## config.mk

```make
export PLATFORM = sky130hd
export DESIGN_NAME = servo_pulse_decoder
export DESIGN_NICKNAME = d
export VERILOG_FILES = /design/src/rtl/servo_pulse_decoder.sv
export SDC_FILE = /design/constraint.sdc
export NUM_CORES = 1
export LEC_CHECK = 0
export CAP_MARGIN = 0
export CORE_MARGIN = 1
export CORE_UTILIZATION = 47
export DETAILED_ROUTE_END_ITERATION = 7
export PLACE_DENSITY = 0.73
export SYNTH_ARGS = -nofsm -noshare
export SYNTH_HDL_FRONTEND = slang
export SYNTH_SLANG_ARGS = --single-unit
```

## constraint.sdc

```tcl
create_clock -name clk_100M -period 4.68 [get_ports clk_100M]
set_clock_uncertainty 0.1 [all_clocks]
set_input_delay 1.17 -clock clk_100M [delete_from_list [all_inputs] [get_ports clk_100M]]
set_output_delay 1.17 -clock clk_100M [all_outputs]
set_load 0.02 [all_outputs]
```

## src/rtl/servo_pulse_decoder.sv

```systemverilog
// Servo PWM receiver: measures high time and frame period in microseconds, validates
// the frame period and converts the pulse width to a 0-180 degree angle.
module servo_pulse_decoder #(
   parameter int CLK_PER_US    = 100,
   parameter int PW_MIN_US     = 1000,
   parameter int PW_MAX_US     = 2000,
   parameter int PERIOD_MIN_US = 18000,
   parameter int PERIOD_MAX_US = 22000,
   parameter int TIMEOUT_US    = 25000
) (
   input  logic        clk_100M,
   input  logic        rst,
   input  logic        en,
   input  logic        pwm_in,
   output logic [7:0]  angle,
   output logic [11:0] pulsewidth_us,
   output logic [15:0] period_us,
   output logic        angle_stb,
   output logic        valid,
   output logic        frame_err,
   output logic        signal_lost
);

   localparam int PS_W = (CLK_PER_US > 1) ? $clog2(CLK_PER_US) : 1;
   localparam int DIV  = PW_MAX_US - PW_MIN_US;
   localparam int N_W  = 18;
   localparam int ITER = 18;
   localparam int R_W  = $clog2(DIV + 1) + 1;
   localparam logic [N_W-1:0] N_MAX = N_W'(DIV * 180);

   typedef enum logic [1:0] {
      WAIT_RISE = 2'd0,
      MEAS_HIGH = 2'd1,
      MEAS_LOW  = 2'd2
   } state_t;

   state_t          state_reg;
   logic            pwm_s1_reg, pwm_s2_reg, pwm_s3_reg;
   logic            rise, fall;
   logic [PS_W-1:0] presc_reg;
   logic            tick;
   logic [11:0]     hi_cnt_reg, hi_inc, cap_hi_reg;
   logic [15:0]     per_cnt_reg, per_inc, cap_per_reg;
   logic            timeout_hit, period_ok, start_reg;

   logic            busy_reg;
   logic [4:0]      iter_reg;
   logic [R_W-1:0]  rem_reg, trial;
   logic            trial_ge;
   logic [N_W-1:0]  quo_reg, num, pw_off;

   always_ff @(posedge clk_100M or negedge rst) begin
      if (!rst) begin
         pwm_s1_reg <= 1'b0;
         pwm_s2_reg <= 1'b0;
         pwm_s3_reg <= 1'b0;
      end else begin
         pwm_s1_reg <= pwm_in;
         pwm_s2_reg <= pwm_s1_reg;
         pwm_s3_reg <= pwm_s2_reg;
      end
   end

   assign rise = pwm_s2_reg & ~pwm_s3_reg;
   assign fall = ~pwm_s2_reg & pwm_s3_reg;
   assign tick = (presc_reg == PS_W'(CLK_PER_US - 1));

   // Saturating next values; counters only advance on a microsecond tick.
   always_comb begin
      hi_inc  = hi_cnt_reg;
      per_inc = per_cnt_reg;
      if (tick) begin
         if (hi_cnt_reg != '1)
            hi_inc = hi_cnt_reg + 12'd1;
         if (per_cnt_reg != '1)
            per_inc = per_cnt_reg + 16'd1;
      end
   end

   assign timeout_hit = en && (state_reg != WAIT_RISE) && (per_inc >= 16'(TIMEOUT_US));
   assign period_ok   = (per_inc >= 16'(PERIOD_MIN_US)) && (per_inc <= 16'(PERIOD_MAX_US));

   always_ff @(posedge clk_100M or negedge rst) begin
      if (!rst) begin
         state_reg   <= WAIT_RISE;
         presc_reg   <= '0;
         hi_cnt_reg  <= '0;
         per_cnt_reg <= '0;
         cap_hi_reg  <= '0;
         cap_per_reg <= '0;
         start_reg   <= 1'b0;
         frame_err   <= 1'b0;
      end else if (!en) begin
         state_reg   <= WAIT_RISE;
         presc_reg   <= '0;
         hi_cnt_reg  <= '0;
         per_cnt_reg <= '0;
         start_reg   <= 1'b0;
         frame_err   <= 1'b0;
      end else begin
         start_reg <= 1'b0;
         frame_err <= 1'b0;
         if (rise || tick)
            presc_reg <= '0;
         else
            presc_reg <= presc_reg + PS_W'(1);

         case (state_reg)
            WAIT_RISE: begin
               if (rise) begin
                  hi_cnt_reg  <= '0;
                  per_cnt_reg <= '0;
                  state_reg   <= MEAS_HIGH;
               end
            end
            MEAS_HIGH: begin
               if (timeout_hit) begin
                  hi_cnt_reg  <= '0;
                  per_cnt_reg <= '0;
                  state_reg   <= WAIT_RISE;
               end else begin
                  hi_cnt_reg  <= hi_inc;
                  per_cnt_reg <= per_inc;
                  if (fall)
                     state_reg <= MEAS_LOW;
               end
            end
            MEAS_LOW: begin
               if (timeout_hit) begin
                  hi_cnt_reg  <= '0;
                  per_cnt_reg <= '0;
                  state_reg   <= WAIT_RISE;
               end else if (rise) begin
                  // Frame end and start of the next frame on the same edge.
                  if (period_ok) begin
                     cap_hi_reg  <= hi_cnt_reg;
                     cap_per_reg <= per_inc;
                     start_reg   <= 1'b1;
                  end else begin
                     frame_err <= 1'b1;
                  end
                  hi_cnt_reg  <= '0;
                  per_cnt_reg <= '0;
                  state_reg   <= MEAS_HIGH;
               end else begin
                  per_cnt_reg <= per_inc;
               end
            end
            default: state_reg <= WAIT_RISE;
         endcase
      end
   end

   // Numerator (pw - PW_MIN) * 180, clamped to the 0..180 degree range.
   always_comb begin
      num    = '0;
      pw_off = N_W'(cap_hi_reg) - N_W'(PW_MIN_US);
      if (cap_hi_reg <= 12'(PW_MIN_US))
         num = '0;
      else if (cap_hi_reg >= 12'(PW_MAX_US))
         num = N_MAX;
      else
         num = (pw_off << 7) + (pw_off << 5) + (pw_off << 4) + (pw_off << 2);
   end

   assign trial    = {rem_reg[R_W-2:0], quo_reg[N_W-1]};
   assign trial_ge = (trial >= R_W'(DIV));

   always_ff @(posedge clk_100M or negedge rst) begin
      if (!rst) begin
         busy_reg      <= 1'b0;
         iter_reg      <= '0;
         rem_reg       <= '0;
         quo_reg       <= '0;
         angle         <= '0;
         pulsewidth_us <= '0;
         period_us     <= '0;
         angle_stb     <= 1'b0;
         valid         <= 1'b0;
         signal_lost   <= 1'b0;
      end else begin
         angle_stb <= 1'b0;
         if (!en) begin
            busy_reg <= 1'b0;
            valid    <= 1'b0;
         end else begin
            if (start_reg) begin
               quo_reg  <= num;
               rem_reg  <= '0;
               iter_reg <= 5'(ITER);
               busy_reg <= 1'b1;
            end else if (busy_reg) begin
               if (iter_reg != 5'd0) begin
                  rem_reg  <= trial_ge ? (trial - R_W'(DIV)) : trial;
                  quo_reg  <= {quo_reg[N_W-2:0], trial_ge};
                  iter_reg <= iter_reg - 5'd1;
               end else begin
                  busy_reg      <= 1'b0;
                  angle         <= quo_reg[7:0];
                  pulsewidth_us <= cap_hi_reg;
                  period_us     <= cap_per_reg;
                  angle_stb     <= 1'b1;
                  valid         <= 1'b1;
                  signal_lost   <= 1'b0;
               end
            end
            if (timeout_hit) begin
               valid       <= 1'b0;
               signal_lost <= 1'b1;
            end
         end
      end
   end

endmodule

```

# Word level (Yosys, flattened, before mapping)
# Index checks and enable logic that the tools add are counted.
# word_totals
reg_bits	143
latch_bits	0
ram_bits	0
mem_bits_ro	0
output_inout_bits	40
word_cells	137
mem_count	0
# classes
addsub	9
multipliers	0
div_mod_pow	0
magnitude_cmp	6
eq_ne	15
shift	0
n_mux	62
n_bitwise	7
n_reduce_logical	17
# op_table
op	count
16-bit 2-to-1 mux	7
18-bit 2-to-1 mux	5
12-bit 2-to-1 mux	6
18-bit adder	3
16-bit one-hot mux with 3 select lines	1
10-bit 2-to-1 mux	4
12-bit one-hot mux with 3 select lines	1
16-bit by 15-bit greater-or-equal comparator with 1-bit output (second input constant)	2
1-bit 2-to-1 mux	27
16-bit by 1-bit adder with 16-bit output (second input constant)	1
16-bit by 15-bit <= comparator with 1-bit output (second input constant)	1
16-bit != test (second input constant)	1
5-bit 2-to-1 mux	3
7-bit 2-to-1 mux	2
12-bit by 10-bit subtractor with 13-bit output (second input constant)	1
12-bit by 1-bit adder with 12-bit output (second input constant)	1
12-bit by 11-bit greater-or-equal comparator with 1-bit output (second input constant)	1
12-bit by 10-bit <= comparator with 1-bit output (second input constant)	1
12-bit != test (second input constant)	1
4-bit != test (second input constant)	3
11-bit by 10-bit greater-or-equal comparator with 1-bit output (second input constant)	1
2-bit 2-to-1 mux	5
10-bit subtractor (second input constant)	1
3-bit != test (second input constant)	3
20 further kinds	34

# Longest topological paths before layout
# Gate-level depths: netlist of the first run.
# logic_depth
depth_word	10
depth_mapped	18
depth_no_buf	18

# Worst setup path after synthesis of the first run
# Ideal clock, no wire load.
# synth_timing
kind	reg-to-reg
startpoint	register cap_hi_reg[3]
endpoint	register quo_reg[17]
setup_time_ns	0.077
arrival_ns	3.729
required_time_ns	4.503
path_slack_ns	0.774
stages_incl_launch_ff	17
path_buffers	0
cell_sequence	dfrtp_1 > inv_1 > ha_1 > xnor2_1 > inv_1 > fa_1 > fa_1 > inv_1 > ha_1 > nand2b_1 > a21boi_0 > nor4_1 > o41a_1 > o21ai_0 > xnor2_1 > o21ai_0 > a21oi_1
# synth_between
elab_chain_cells	7
# synth_lines
item	line_no	rtl
from (decl)	42	logic [11:0] hi_cnt_reg, hi_inc, cap_hi_reg;
from (signal assigned)	136	cap_hi_reg <= hi_cnt_reg;
12-bit by 10-bit subtractor with 13-bit output	157	pw_off = N_W'(cap_hi_reg) - N_W'(PW_MIN_US);
18-bit adder (3 in a row)	163	num = (pw_off << 7) + (pw_off << 5) + (pw_off << 4) + (pw_off << 2);
18-bit 2-to-1 mux	160	else if (cap_hi_reg >= 12'(PW_MAX_US))
18-bit 2-to-1 mux *	158	if (cap_hi_reg <= 12'(PW_MIN_US))
18-bit 2-to-1 mux *	187	if (start_reg) begin
to (signal assigned)	188	quo_reg <= num;
to (signal assigned)	195	quo_reg <= {quo_reg[N_W-2:0], trial_ge};
to (decl)	50	logic [N_W-1:0] quo_reg, num, pw_off;
# Mark *: on every way between the ends. The rest lies on a longest branch, timed or not.
# A chain may end at the register's enable or synchronous reset.

# Worst setup path after layout of the first run
# layout_timing
startpoint	register presc_reg[2]
endpoint	register cap_hi_reg[0]
# layout_between
elab_chain_cells	6
# layout_lines
item	line_no	rtl
from (decl)	40	logic [PS_W-1:0] presc_reg;
from (signal assigned)	106	presc_reg <= presc_reg + PS_W'(1);
7-bit == test *	66	assign tick = (presc_reg == PS_W'(CLK_PER_US - 1));
16-bit 2-to-1 mux *	72	if (tick) begin
16-bit by 15-bit greater-or-equal comparator with 1-bit output	80	assign timeout_hit = en && (state_reg != WAIT_RISE) && (per_inc >= 16'(TIMEOUT_US));
1-bit logical AND	80	
1-bit inverter (no source line)	-	
5-bit AND reduction (no source line) *	-	
# Marks and branches as above.

==> results of run 1 <==
==> power groups by stage <==
| stage | combinational (µW) | sequential, µW | clock, µW |
|---|---|---|---|
| after floorplan | 124 | 1310 | 0 |
| after global placement | 175 | 1320 | 0 |
| after detailed placement | 178 | 1320 | 0 |
| after CTS | 179 | 1300 | 1400 |
| after global routing | 202 | 1300 | 1450 |
| final | 178 | 1300 | 1380 |
==> layer usage <==
layer	routed length, µm	global-route usage
met1	9460	0.330
met2	8250	0.321
met3	945	0.0399
met4	364	0.0753
met5	0	0
==> kinds of logic (layout without fill, tap and decap cells) <==
| logic type | count (synthesis) | after routing | synth area share |
|---|---|---|---|
| flops | 143 | 143 | 0.423 |
| simple gates | 350 | 350 | 0.190 |
| buf+inv | 107 | 157 | 0.0516 |
| compound gates | 191 | 191 | 0.149 |
| fa+ha+maj | 49 | 49 | 0.0849 |
| xor+xnor | 56 | 56 | 0.0580 |
| mux | 33 | 33 | 0.0435 |
==> cell usage after synthesis, types with 11 or more instances <==
library cell and count:
nor2_1 78, inv_1 59, xor2_1 13, clkbuf_1 35, ha_1 35, mux2_2 22
a32o_1 11, a21o_1 13, fa_1 14, a21oi_1 46, nand2_1 157, a31oi_1 11
o21ai_0 48, xnor2_1 43, and3_1 16, dfrtp_1 143, nand3_1 25
==> per-stage QoR <==
stage	total power, µW	hold WS [ps]
global placement	1500	233
CTS	2880	261
global route	2960	279
detailed placement	1500	246
finish	2860	262
floorplan	1430	231
==> layout by cell type, fill, tap and decap left out, drive strengths merged, types with 5 or more instances in the layout <==
master,netlist,layout
xnor2,43,43
a221oi,6,6
mux2i,9,9
mux2,24,24
o211ai,9,9
clkbuf,35,17
xor2,13,13
a21o,13,13
nor2,78,78
o21ai,49,49
buf,11,22
and3,16,16
a31oi,11,11
inv,59,66
or3,5,5
clkdlybuf4s50,0,42
nand2b,7,7
nand4,10,10
fa,14,14
and2,7,7
dfrtp,143,143
nor3,8,8
a21oi,46,46
ha,35,35
a32o,11,11
a22o,7,7
nand3,25,25
nand2,157,157
o31ai,9,9
nor2b,5,5
nor4,10,10
clkinv,2,9
==> worst register-to-register path, delay by kind of cell (launching register included) <==
| kind | cells | cell delay (ps) |
|---|---|---|
| multiplexers | 2 | 810 |
| flip-flops | 1 | 450 |
| AND/OR/NAND/NOR | 6 | 2330 |
| AO/OA/AOI/OAI | 2 | 570 |
==> how the worst max path moves through the flow <==
stage	start	endpoint	slack (ps)
after detailed placement	cap_hi_reg[3]	quo_reg[16]	330
after global routing	cap_hi_reg[3]	quo_reg[16]	20
after global placement	cap_hi_reg[3]	quo_reg[17]	320
final	presc_reg[2]	cap_hi_reg[0]	330
after CTS	cap_hi_reg[3]	quo_reg[16]	280
after floorplan	cap_hi_reg[3]	quo_reg[17]	770
==> layout make-up <==
type                            instances  area (µm²)  area share
Sequential cell                       143        3580       0.368
Clock buffer                           17         425      0.0437
Multi-Input combinational cell        679        4450       0.457
Timing Repair Buffer                   64         589      0.0606
Inverter                               61         229      0.0235
Clock inverter                         15         176      0.0181
Tap cell                              225         282      0.0289
==> impl_metrics.yaml, run 1 <==
worst_hold_path:
  min_from: "pwm_s1_reg"
  worstHoldEndpoint: "pwm_s2_reg"
  min_path_cells: 0
  hold_class: "register to register"
cts:
  post_cts_buffers: 0
  cts_tree: "yes"
  hold_buffers: 0
  clk_path_buf_depth: 2
  insertion_delay_ps: 430
  root_buffer: "clkbuf_16"
  cts.sinks: 143
  cts_resized: 0
  htree_levels: 4
  clk_pin_slew_ps: 70
  cts_buffers: 17
die:
  die_h_um: 136
  die_w_um: 136
  dieArea_um2: 18500
  num_io_pins: 44
  start_util: 0.485
  placementRows: 48
  core_um2: 17400
layout:
  final_util: 0.559
  drive_gt1_frac: 0.0868
  n_fill_cell: 1526
  n_antenna_cell: 0
  final_nets: 1019
  stdcell_area_um2: 9730
  syn_to_final_growth_pct: 15.0
  largest_reg_flops: 18
  fin_cells: 1204
critical_path:
  crit_family: "simple AND/OR/NAND/NOR gates"
  worst_setup_path_start_kind: "register"
  critical_path_required_ps: 4890
  crit-reg2reg-launch: "presc_reg[2]"
  critPathKind: "register to register"
  critPathSlowestCell: "or4_1"
  r2r_cells: 10
  cp_data_arrival_time_ps: 4560
  path_cells: "or4b_4, or4_1, nor3_1, mux2_2, a311o_2, o2111ai_1, nand2_1, nor2_1, and2_4, mux2_2"
  path_depth: 10
  r2r-end: "cap_hi_reg[0]"
  worstSetupEndpointType: "register"
  worst_path_largest_cell_delay_ps: 640
  path_buf_inv: 0
  r2r_slack_ps: 330
  worstPathMaxFanout: 29
  crit_top_cell: "mux2_2"
sta:
  period_needed_ps: 4350
  finalSetupTns_ps: 0
  max-slew-margin-rel: 0.376
  fin_crit_sh: 0.930
  hold_viol: 0
  setup-violations-final: 0
  worstMarginPinSlew_ps: 937
  rsz0062_at_grt: "false"
  max_freq_ghz: 0.230
  slew_viol_final: 0
  setup_slack_ps: 326
placement:
  placed_area_um2: 9120
  pre_cts_ws_ps: 332
  gp_congestion: 0.930
  io_buffers: 43
  place_inst: 1172
  hpwl_um: 13000
power_and_ir_drop:
  switching_share: 0.268
  p_clk_frac: 0.483
  ir_drop_mv: 0.237
  p_int_uw: 2090
  powerDensity_nw_per_um2: 294
  p_leak_uw: 0.00456
  combPwrFrac: 0.062
  power.share.sequential: 0.455
  p_sw_uw: 766
synth:
  synth_ff_type: "dfrtp_1"
  syn_avg_cell_area_um2: 9.10
  synth_warnings: 0
  synth_edf_count: 0
  ys_ff_latch: 143
  synth.area.top_cells: "dfrtp_1 42%, nand2_1 7.0%, ha_1 5.2%"
  syn_nets: 982
  synth_top_area_share: 0.423
  synth_cell_types: 68
  netlist_instances: 929
  seq_area_frac_synth: 0.423
  synth-async-reset-ratio: 1.00
  syn-cell-area_um2: 8460
  synth_top_area_cell: "dfrtp_1"
run:
  max-cap-violations: 0
global_routing:
  gr-total-overflow: 0
  antenna_found_initial: 0
  grt_max_degree: 105
  grt_first_pass_wirelength_um: 32300
  grt_pass1_vias: 6413
  grt_usage: 0.222
route:
  drc_errors: 0
  routed_wl_um: 19000
  vias_per_cell: 5.68
  ant_nets: 0
  wl_per_cell_um: 15.8
  drtIter0Drc: 617
  drt_first_pass_iters: 5
  vias: 6840
run_status:
  outcome: "complete, no violations"
Power figures use the tool's default switching activity.
==> run 2, diff against run 1 <==
PLACE_DENSITY = 0.75   (was 0.73)
clock period = 3.7 ns   (was 4.68 ns; I/O delays follow)
==> run 2 against run 1 <==
Against the previous run: the flow now finishes with violations (negative setup slack); flip-flop and latch count is the same; die area is the same; non-clock buffer count grew 99; maximum frequency grew 16%; sequential power grew 27%; critical endpoint is now cap_hi_reg[6]; highest routed layer unchanged.
==> impl_metrics.yaml, run 2 (synthesis results as in run 1) <==
run_status:
  outcome: "complete, but fails checks"
  violations: "negative setup slack"
power_and_ir_drop:
  switching_share: 0.275
  p_leak_uw: 0.00516
  p_int_uw: 2690
  combPwrFrac: 0.074
  p_clk_frac: 0.481
  powerDensity_nw_per_um2: 334
  p_sw_uw: 1020
  ir_drop_mv: 0.382
  power.share.sequential: 0.445
critical_path:
  worstPathMaxFanout: 7
  worstSetupEndpointType: "register"
  cp_data_arrival_time_ps: 3970
  crit-reg2reg-launch: "presc_reg[4]"
  critPathKind: "register to register"
  r2r_slack_ps: -60
  critical_path_required_ps: 3920
  worst_setup_path_start_kind: "register"
  r2r-end: "cap_hi_reg[6]"
  startpoint: "presc_reg[4]"
  r2r_cells: 10
layout:
  largest_reg_flops: 18
  mostFrequentLayoutCells: "154 x nand2_1, 140 x dfrtp_1, 103 x buf_4"
  final_common_cell: "nand2_1"
  n_antenna_cell: 0
  syn_to_final_growth_pct: 31.0
  final_nets: 1120
  stdcell_area_um2: 11100
  fin_cells: 1305
  drive_gt1_frac: 0.231
sta:
  setup-violations-final: 16
  slew_viol_final: 0
  max_freq_ghz: 0.266
  setup_slack_ps: -58.1
  max-slew-margin-rel: 0.409
  fin_crit_sh: 1.02
  hold_viol: 0
  rsz0062_at_grt: "true"
  worstMarginPinSlew_ps: 884
  period_needed_ps: 3760
placement:
  hpwl_um: 14300
  placed_area_um2: 9780
  gp_congestion: 0.913
  io_buffers: 43
  place_inst: 1248
  pre_cts_ws_ps: -199
route:
  wl_per_cell_um: 17.5
  vias_per_cell: 5.72
  drt_first_pass_iters: 5
  routed_wl_um: 22800
  vias: 7463
  drtIter0Drc: 686
  ant_nets: 0
  drc_errors: 0
global_routing:
  grt_first_pass_wirelength_um: 36200
  grt_pass1_vias: 7262
  antenna_found_initial: 0
  grt_max_degree: 93
  grt_usage: 0.252
  gr-total-overflow: 0
worst_hold_path:
  hold_class: "register to register"
  min_from: "pwm_s1_reg"
  min_path_cells: 0
  worstHoldEndpoint: "pwm_s2_reg"
die:
  die_h_um: 136
  num_io_pins: 44
  dieArea_um2: 18500
  core_um2: 17400
  start_util: 0.485
  placementRows: 48
  die_w_um: 136
cts:
  cts_buffers: 17
  insertion_delay_ps: 440
  cts_tree: "yes"
  root_buffer: "clkbuf_16"
  hold_buffers: 0
  htree_levels: 4
  clk_path_buf_depth: 2
  cts.sinks: 143
  clk_pin_slew_ps: 70
run:
  max-cap-violations: 0
==> run 2: what timing repair did <==
item,in CTS,in global routing
pin swaps,20,29
cloned,2,0
buffers inserted,6,17
gates resized for setup,36,79
endpoints found under the setup margin,48,64
==> run 2: power by group through the flow <==
| stage | combinational [µW] | sequential [µW] | clock [µW] |
|---|---|---|---|
| after floorplan | 157 | 1660 | 0 |
| after global placement | 251 | 1670 | 0 |
| after detailed placement | 256 | 1670 | 0 |
| after CTS | 260 | 1640 | 1800 |
| after global routing | 303 | 1650 | 1870 |
| final | 274 | 1650 | 1780 |
==> run 2: layout make-up <==
type                       count  area, µm²
sequential                   143       3580
clock inverter                15        191
multi-input combinational    681       4910
timing repair buffer         163       1460
inverter                      61        229
fill                        1336       6340
clock buffer                  17        425
tap                          225        282
==> run 2: worst max path at each step <==
stage                            endpoint  slack [ps]  cells past startpoint
after CTS                     quo_reg[16]          -8                     18
final                       cap_hi_reg[6]         -60                     10
after global routing        cap_hi_reg[6]        -200                     11
after global placement      cap_hi_reg[7]        -130                     10
after detailed placement    cap_hi_reg[2]        -200                     10
after floorplan           cap_per_reg[11]           8                     13
==> run 2: critical path, cell delays in order, from the launching register on <==
cell and delay, ps:
dfrtp_1 380, or4b_4 530, or4_4 620, nor3_4 200
mux2_4 320, a311o_2 400, o2111ai_4 140, nand2_2 110
nor2_4 180, and2_4 280, mux2_2 370
==> run 2: routing by layer <==
metal  vias up  wire, µm  global-route usage
li1       3492         -                   -
met1      3673      9800               0.333
met2       249     11300               0.408
met3        49      1180              0.0455
met4         0       597               0.104
met5         -         0                   0
==> run 2: through the flow <==
| step | TNS [ps] | util | hold WS (ps) | total power (µW) |
|---|---|---|---|---|
| floorplan | 0 | - | 231 | 1810 |
| global placement | -3390 | 0.561 | 239 | 1920 |
| detailed placement | -6070 | 0.561 | 240 | 1930 |
| CTS | -13.5 | 0.610 | 255 | 3700 |
| global route | -6230 | 0.636 | 268 | 3820 |
| finish | -499 | 0.636 | 255 | 3700 |
==> run 3, diff against run 2 <==
CAP_MARGIN = 20   (was 0)
==> results of run 3 <==
Final layout, timing and power as in run 2 (identical DEF).
